$ cat config.mk
export PLATFORM = sky130hd
export DESIGN_NAME = switch_alloc
export DESIGN_NICKNAME = d
export VERILOG_FILES = /design/src/rtl/switch_alloc.sv
export SDC_FILE = /design/constraint.sdc
export NUM_CORES = 1
export LEC_CHECK = 0
export CAP_MARGIN = 5
export CELL_PAD_IN_SITES_DETAIL_PLACEMENT = 1
export CELL_PAD_IN_SITES_GLOBAL_PLACEMENT = 2
export CORE_ASPECT_RATIO = 0.5
export CORE_UTILIZATION = 35
export CTS_CLUSTER_DIAMETER = 100
export DETAILED_ROUTE_END_ITERATION = 12
export GPL_TIMING_DRIVEN = 0
export PLACE_DENSITY_LB_ADDON = 0.12
export SLEW_MARGIN = 25
export SYNTH_ARGS = -nofsm -noshare
export SYNTH_HDL_FRONTEND = slang
export SYNTH_SLANG_ARGS = --single-unit
export TNS_END_PERCENT = 1
$ cat constraint.sdc
create_clock -name clk -period 11.1 [get_ports clk]
set_input_delay 1.665 -clock clk [delete_from_list [all_inputs] [get_ports clk]]
set_output_delay 1.665 -clock clk [all_outputs]
set_load 0.02 [all_outputs]
$ cat src/rtl/switch_alloc.sv
// switch_alloc: 5x5 wormhole switch allocator with one IDLE/LOCKED FSM and owner per output.
// Define SA_FIXED_PRIO_EN for fixed priority (input 1 highest); the default build is round-robin.
module switch_alloc (
  input  logic       clk,
  input  logic       rst_n,
  input  logic [2:0] req_port_addr1_i,
  input  logic [2:0] req_port_addr2_i,
  input  logic [2:0] req_port_addr3_i,
  input  logic [2:0] req_port_addr4_i,
  input  logic [2:0] req_port_addr5_i,
  input  logic [4:0] req_valid_i,
  input  logic [4:0] tail_i,
  input  logic [4:0] out_ready_i,
  output logic [4:0] pop_o,
  output logic [4:0] out_valid_o,
  output logic [2:0] sel_north_o,
  output logic [2:0] sel_south_o,
  output logic [2:0] sel_east_o,
  output logic [2:0] sel_west_o,
  output logic [2:0] sel_local_o,
  output logic       bad_req_o
);

  localparam int         NP       = 5;
  localparam logic [2:0] SEL_NONE = 3'd7;
  localparam logic [2:0] MAX_CODE = 3'd4;

  typedef enum logic {
    ST_IDLE   = 1'b0,
    ST_LOCKED = 1'b1
  } state_e;

  logic [2:0]    code    [NP];
  state_e        state_q [NP];
  state_e        state_d [NP];
  logic [2:0]    owner_q [NP];
  logic [2:0]    owner_d [NP];
  logic [2:0]    rr_q    [NP];
  logic [2:0]    rr_d    [NP];
  logic [2:0]    sel     [NP];
  logic [NP-1:0] req_mat [NP];  // req_mat[p][k]: input k requests output p
  logic [NP-1:0] owns;
  logic          bad_req_q;
  logic          bad_req_d;

  assign code[0] = req_port_addr1_i;
  assign code[1] = req_port_addr2_i;
  assign code[2] = req_port_addr3_i;
  assign code[3] = req_port_addr4_i;
  assign code[4] = req_port_addr5_i;

`ifdef SA_FIXED_PRIO_EN
  function automatic logic [2:0] pick(input logic [NP-1:0] reqs, input logic [2:0] rr);
    logic [2:0] win;
    win = 3'd0;
    for (int i = NP - 1; i >= 0; i--) begin
      if (reqs[i]) win = 3'(i);
    end
    return win;
  endfunction
`else
  // Cyclic search starting one past the last winner, so the last winner ranks lowest.
  function automatic logic [2:0] pick(input logic [NP-1:0] reqs, input logic [2:0] rr);
    logic [2:0] idx;
    logic [2:0] win;
    logic       found;
    idx   = rr;
    win   = 3'd0;
    found = 1'b0;
    for (int i = 0; i < NP; i++) begin
      idx = (idx >= MAX_CODE) ? 3'd0 : idx + 3'd1;
      if (!found && reqs[idx]) begin
        win   = idx;
        found = 1'b1;
      end
    end
    return win;
  endfunction
`endif

  // An input holding any output may not request another, keeping pop_o one-hot per input.
  always_comb begin
    owns = '0;
    for (int p = 0; p < NP; p++) begin
      if (state_q[p] == ST_LOCKED) owns[owner_q[p]] = 1'b1;
    end
  end

  always_comb begin
    // NOTE: every variable gets a default before any branch so no latch is inferred.
    bad_req_d = bad_req_q;
    for (int p = 0; p < NP; p++) req_mat[p] = '0;
    for (int k = 0; k < NP; k++) begin
      if (req_valid_i[k] && (code[k] > MAX_CODE)) bad_req_d = 1'b1;
      for (int p = 0; p < NP; p++) begin
        if (req_valid_i[k] && (code[k] == 3'(p)) && !owns[k]) req_mat[p][k] = 1'b1;
      end
    end
  end

  // Grants only come from IDLE, so an output released this cycle re-arbitrates next cycle.
  always_comb begin
    pop_o       = '0;
    out_valid_o = '0;
    for (int p = 0; p < NP; p++) begin
      state_d[p] = state_q[p];
      owner_d[p] = owner_q[p];
      rr_d[p]    = rr_q[p];
      sel[p]     = SEL_NONE;
      case (state_q[p])
        ST_IDLE: begin
          if (|req_mat[p]) begin
            owner_d[p] = pick(req_mat[p], rr_q[p]);
            state_d[p] = ST_LOCKED;
          end
        end
        ST_LOCKED: begin
          sel[p] = owner_q[p];
          if (req_valid_i[owner_q[p]] && out_ready_i[p]) begin
            out_valid_o[p]       = 1'b1;
            pop_o[owner_q[p]]    = 1'b1;
            if (tail_i[owner_q[p]]) begin
              state_d[p] = ST_IDLE;
              rr_d[p]    = owner_q[p];
            end
          end
        end
        default: ;
      endcase
    end
  end

  always_ff @(posedge clk or negedge rst_n) begin
    if (!rst_n) begin
      // NOTE: all state is reset so a mid-packet reset leaves no lock behind; rr=4 makes input 1 win first.
      for (int p = 0; p < NP; p++) begin
        state_q[p] <= ST_IDLE;
        owner_q[p] <= 3'd0;
        rr_q[p]    <= 3'd4;
      end
      bad_req_q <= 1'b0;
    end else begin
      // NOTE: non-blocking assignments so every register samples pre-edge values.
      for (int p = 0; p < NP; p++) begin
        state_q[p] <= state_d[p];
        owner_q[p] <= owner_d[p];
        rr_q[p]    <= rr_d[p];
      end
      bad_req_q <= bad_req_d;
    end
  end

  assign sel_north_o = sel[0];
  assign sel_south_o = sel[1];
  assign sel_east_o  = sel[2];
  assign sel_west_o  = sel[3];
  assign sel_local_o = sel[4];
  assign bad_req_o   = bad_req_q;

endmodule

==> impl_metrics.json <==
{
  "ctsHoldBuffers": 0,
  "end_kind": "output pin",
  "synthFlopType": "dfrtp_1",
  "final-hold-violation-count": 0,
  "r2r_end": "owner_q[13]$_DFFE_PN0P_",
  "cts_setup_buffers": 0,
  "synth_simple_gate_area_share_pct": 40.4,
  "cts.clk_slew.worst_paths_ns": 0.06,
  "timing.max_cap.violations": 0,
  "antenna_left": 0,
  "synth_area_leaders": "dfrtp_1, ha_1, nand2_1, nor2_1, nand2b_1",
  "io_pins": 58,
  "path_buf_inv": 2,
  "slew_violations": 0,
  "fin_area_um2": 6930,
  "synth-xor-area-share_pct": 0,
  "synthAdderAreaFrac_pct": 5.95,
  "path_common_cell": "clkdlybuf4s50_1",
  "final_common_cell": "nand2_1",
  "setup-tns-final_ns": 0,
  "wl_met2_um": 10700,
  "crit_type": "input port to output pin",
  "ys.warnings.count": 0,
  "dr.pass1.iters": 7,
  "dr_total_vias": 6845,
  "critPathTopFamily": "buffers and inverters",
  "fin_skew_ns": 0.0107,
  "routed_wirelength_um": 23500,
  "hold_start": "bad_req_o$_DFFE_PN0P_",
  "syn_area_per_cell_um2": 7.14,
  "synth_top_area_cell": "dfrtp_1",
  "mostFrequentLayoutCells": "nand2_1, nor2_1, clkdlybuf4s50_1, inv_1, o21ai_0",
  "synthMuxAreaShare_pct": 6.01,
  "rr_worst_depth": 19,
  "clock_latency_ns": 0.29,
  "clock-sinks": 36,
  "rows": 33,
  "fin_nets": 949,
  "grt_pass1_vias": 6702,
  "cp-start-kind": "input port",
  "grt_max_degree": 22,
  "wl_per_cell_um": 21.1,
  "outcome": "finished, final reports clean",
  "path_depth": 11,
  "gp_congestion": 0.926,
  "holdPathEnd": "bad_req_o$_DFFE_PN0P_",
  "critical_path_required_ns": 9.44,
  "cts_resized": 0,
  "grt.overflow.total": 0,
  "pre_cts_slack_ns": 5.11,
  "synthDominantCellAreaShare_pct": 13.2,
  "async_reset_ff_share_pct": 100,
  "diodes": 0,
  "synth_cell_type_count": 84,
  "die-area_um2": 17400,
  "dieWidth_um": 185,
  "crit_chain": "clkdlybuf4s50_1 -> mux2i_1 -> nor2_1 -> a21oi_1 -> o22ai_1 -> nand3_1 -> or2_2 -> nor3_1 -> a31oi_1 -> o211ai_1 -> clkdlybuf4s50_1",
  "syn_area_um2": 5890,
  "start_util_pct": 35.9,
  "rsz0062_at_grt": "false",
  "setup_viol": 0,
  "hpwl_um": 18700,
  "htreeDepth": 2,
  "ys_seq_elements": 36,
  "first_iter_violations": 437,
  "ctsRootBufferMaster": "clkbuf_16",
  "reg2reg_slack_ns": 6.27,
  "port-buffer-count": 56,
  "worstMarginPinSlew_ns": 1.14,
  "cts_made_buffers": 5,
  "cp_slowest_cell": "clkdlybuf4s50_1",
  "drc": 0,
  "slowest_delay_ns": 0.70,
  "synth_compound_area_share_pct": 26.1,
  "critPathMaxFanout": 7,
  "dpl_cell_area_um2": 6760,
  "max_freq_ghz": 0.167,
  "seq_area_frac_synth_pct": 15.4,
  "synthCells": 825,
  "drt-met1-wl_um": 11700,
  "dr_wl_met3_um": 1010,
  "holdPathStages": 1,
  "cts_tree": "yes",
  "synthToLayoutAreaGrowth_pct": 17.7,
  "cp.arrival_ns": 4.31,
  "relSlewSlack_pct": 23.2,
  "die_y_um": 93.7,
  "coreArea_um2": 16400,
  "antenna_found_initial": 0,
  "ctsLongestPathBuffers": 2,
  "drive_gt1_share_pct": 8.20,
  "r2r-start": "rr_q[12]$_DFFE_PN0P_",
  "finalCritPeriodShare_pct": 53.9,
  "whs_ns": 0.489,
  "n_fill_cell": 2122,
  "setup_ws_ns": 5.12,
  "synth_nets": 885,
  "grt_pass1_wl_um": 36700,
  "synth_edf_count": 0,
  "viasPerCell": 6.13,
  "period_needed_ns": 5.98,
  "hp-class": "flip-flop to flip-flop",
  "synth_top_family_by_area": "simple AND/OR/NAND/NOR gates",
  "highest_layer": "met4",
  "grt_use_total_pct": 27.2
}
[worst reg2reg max path, delay by kind of cell (launching register included)]
kind                       cells  cell delay [ns]
adders and majority gates      5             1.64
and+or+nand+nor                6             1.34
AOI/OAI and AO/OA              5             0.94
DFF                            1             0.48
buffers and inverters          3             0.32
[worst max path at each step]
stage / from / end / slack (ns)
after global routing: req_valid_i[0] / pop_o[0] / 4.97
final: req_valid_i[0] / pop_o[0] / 5.12
after detailed placement: req_valid_i[0] / pop_o[0] / 5.11
after global placement: req_valid_i[1] / pop_o[1] / 5.15
after floorplan: req_valid_i[2] / pop_o[0] / 6.06
after CTS: req_valid_i[0] / pop_o[0] / 5.13
[area by class of cell]
type | count | area [um2] | area share [%]
buffer | 34 | 163 | 2.35
timing repair buffer | 57 | 576 | 8.30
inverter | 54 | 203 | 2.92
multi-input combinational | 701 | 4630 | 66.8
clock buffer | 5 | 125 | 1.81
clock inverter | 3 | 42.5 | 0.614
sequential | 36 | 907 | 13.1
tap | 227 | 284 | 4.10
[metal layers]
metal / vias to the layer above / track usage (%)
met4: 0 / 3.65
met1: 3424 / 38.9
met5: - / 0
li1: 3232 / -
met2: 173 / 44.9
met3: 16 / 2.71
[logic make-up after synthesis]
| family | after synthesis |
|---|---|
| and+or+nand+nor | 421 |
| AOI/OAI and AO/OA | 222 |
| buffers and inverters | 88 |
| DFF | 36 |
| muxes | 30 |
| adders and majority gates | 28 |
[through the flow]
step                instances  util, %
floorplan                 825        -
global placement         1108     41.1
detailed placement       1109     41.2
CTS                      1117     42.2
global route             1117     42.3
finish                   1117     42.3
[flip-flops by register name, indices dropped and copies added, names as in the netlist]
signal,flops
state_q,5
rr_q,15
owner_q,15
bad_req_o,1
[synthesized netlist by cell type (11+ instances only)]
cell type,number
nor4_1,14
mux2_2,13
nand3_1,32
nor4bb_1,13
ha_1,28
o21ai_0,39
nor2_1,69
or2_2,12
mux2i_1,14
nor2b_1,22
a31oi_1,20
nand2b_1,34
clkbuf_1,19
a21oi_1,35
inv_1,54
nor3b_1,11
dfrtp_1,31
and2_1,12
nand4_1,16
nand2_1,93
o22ai_1,18
nor3_1,31
Power is left out: the tool's default activity adds up to more than one toggle a clock period on the data nets, which glitch-free logic cannot reach.
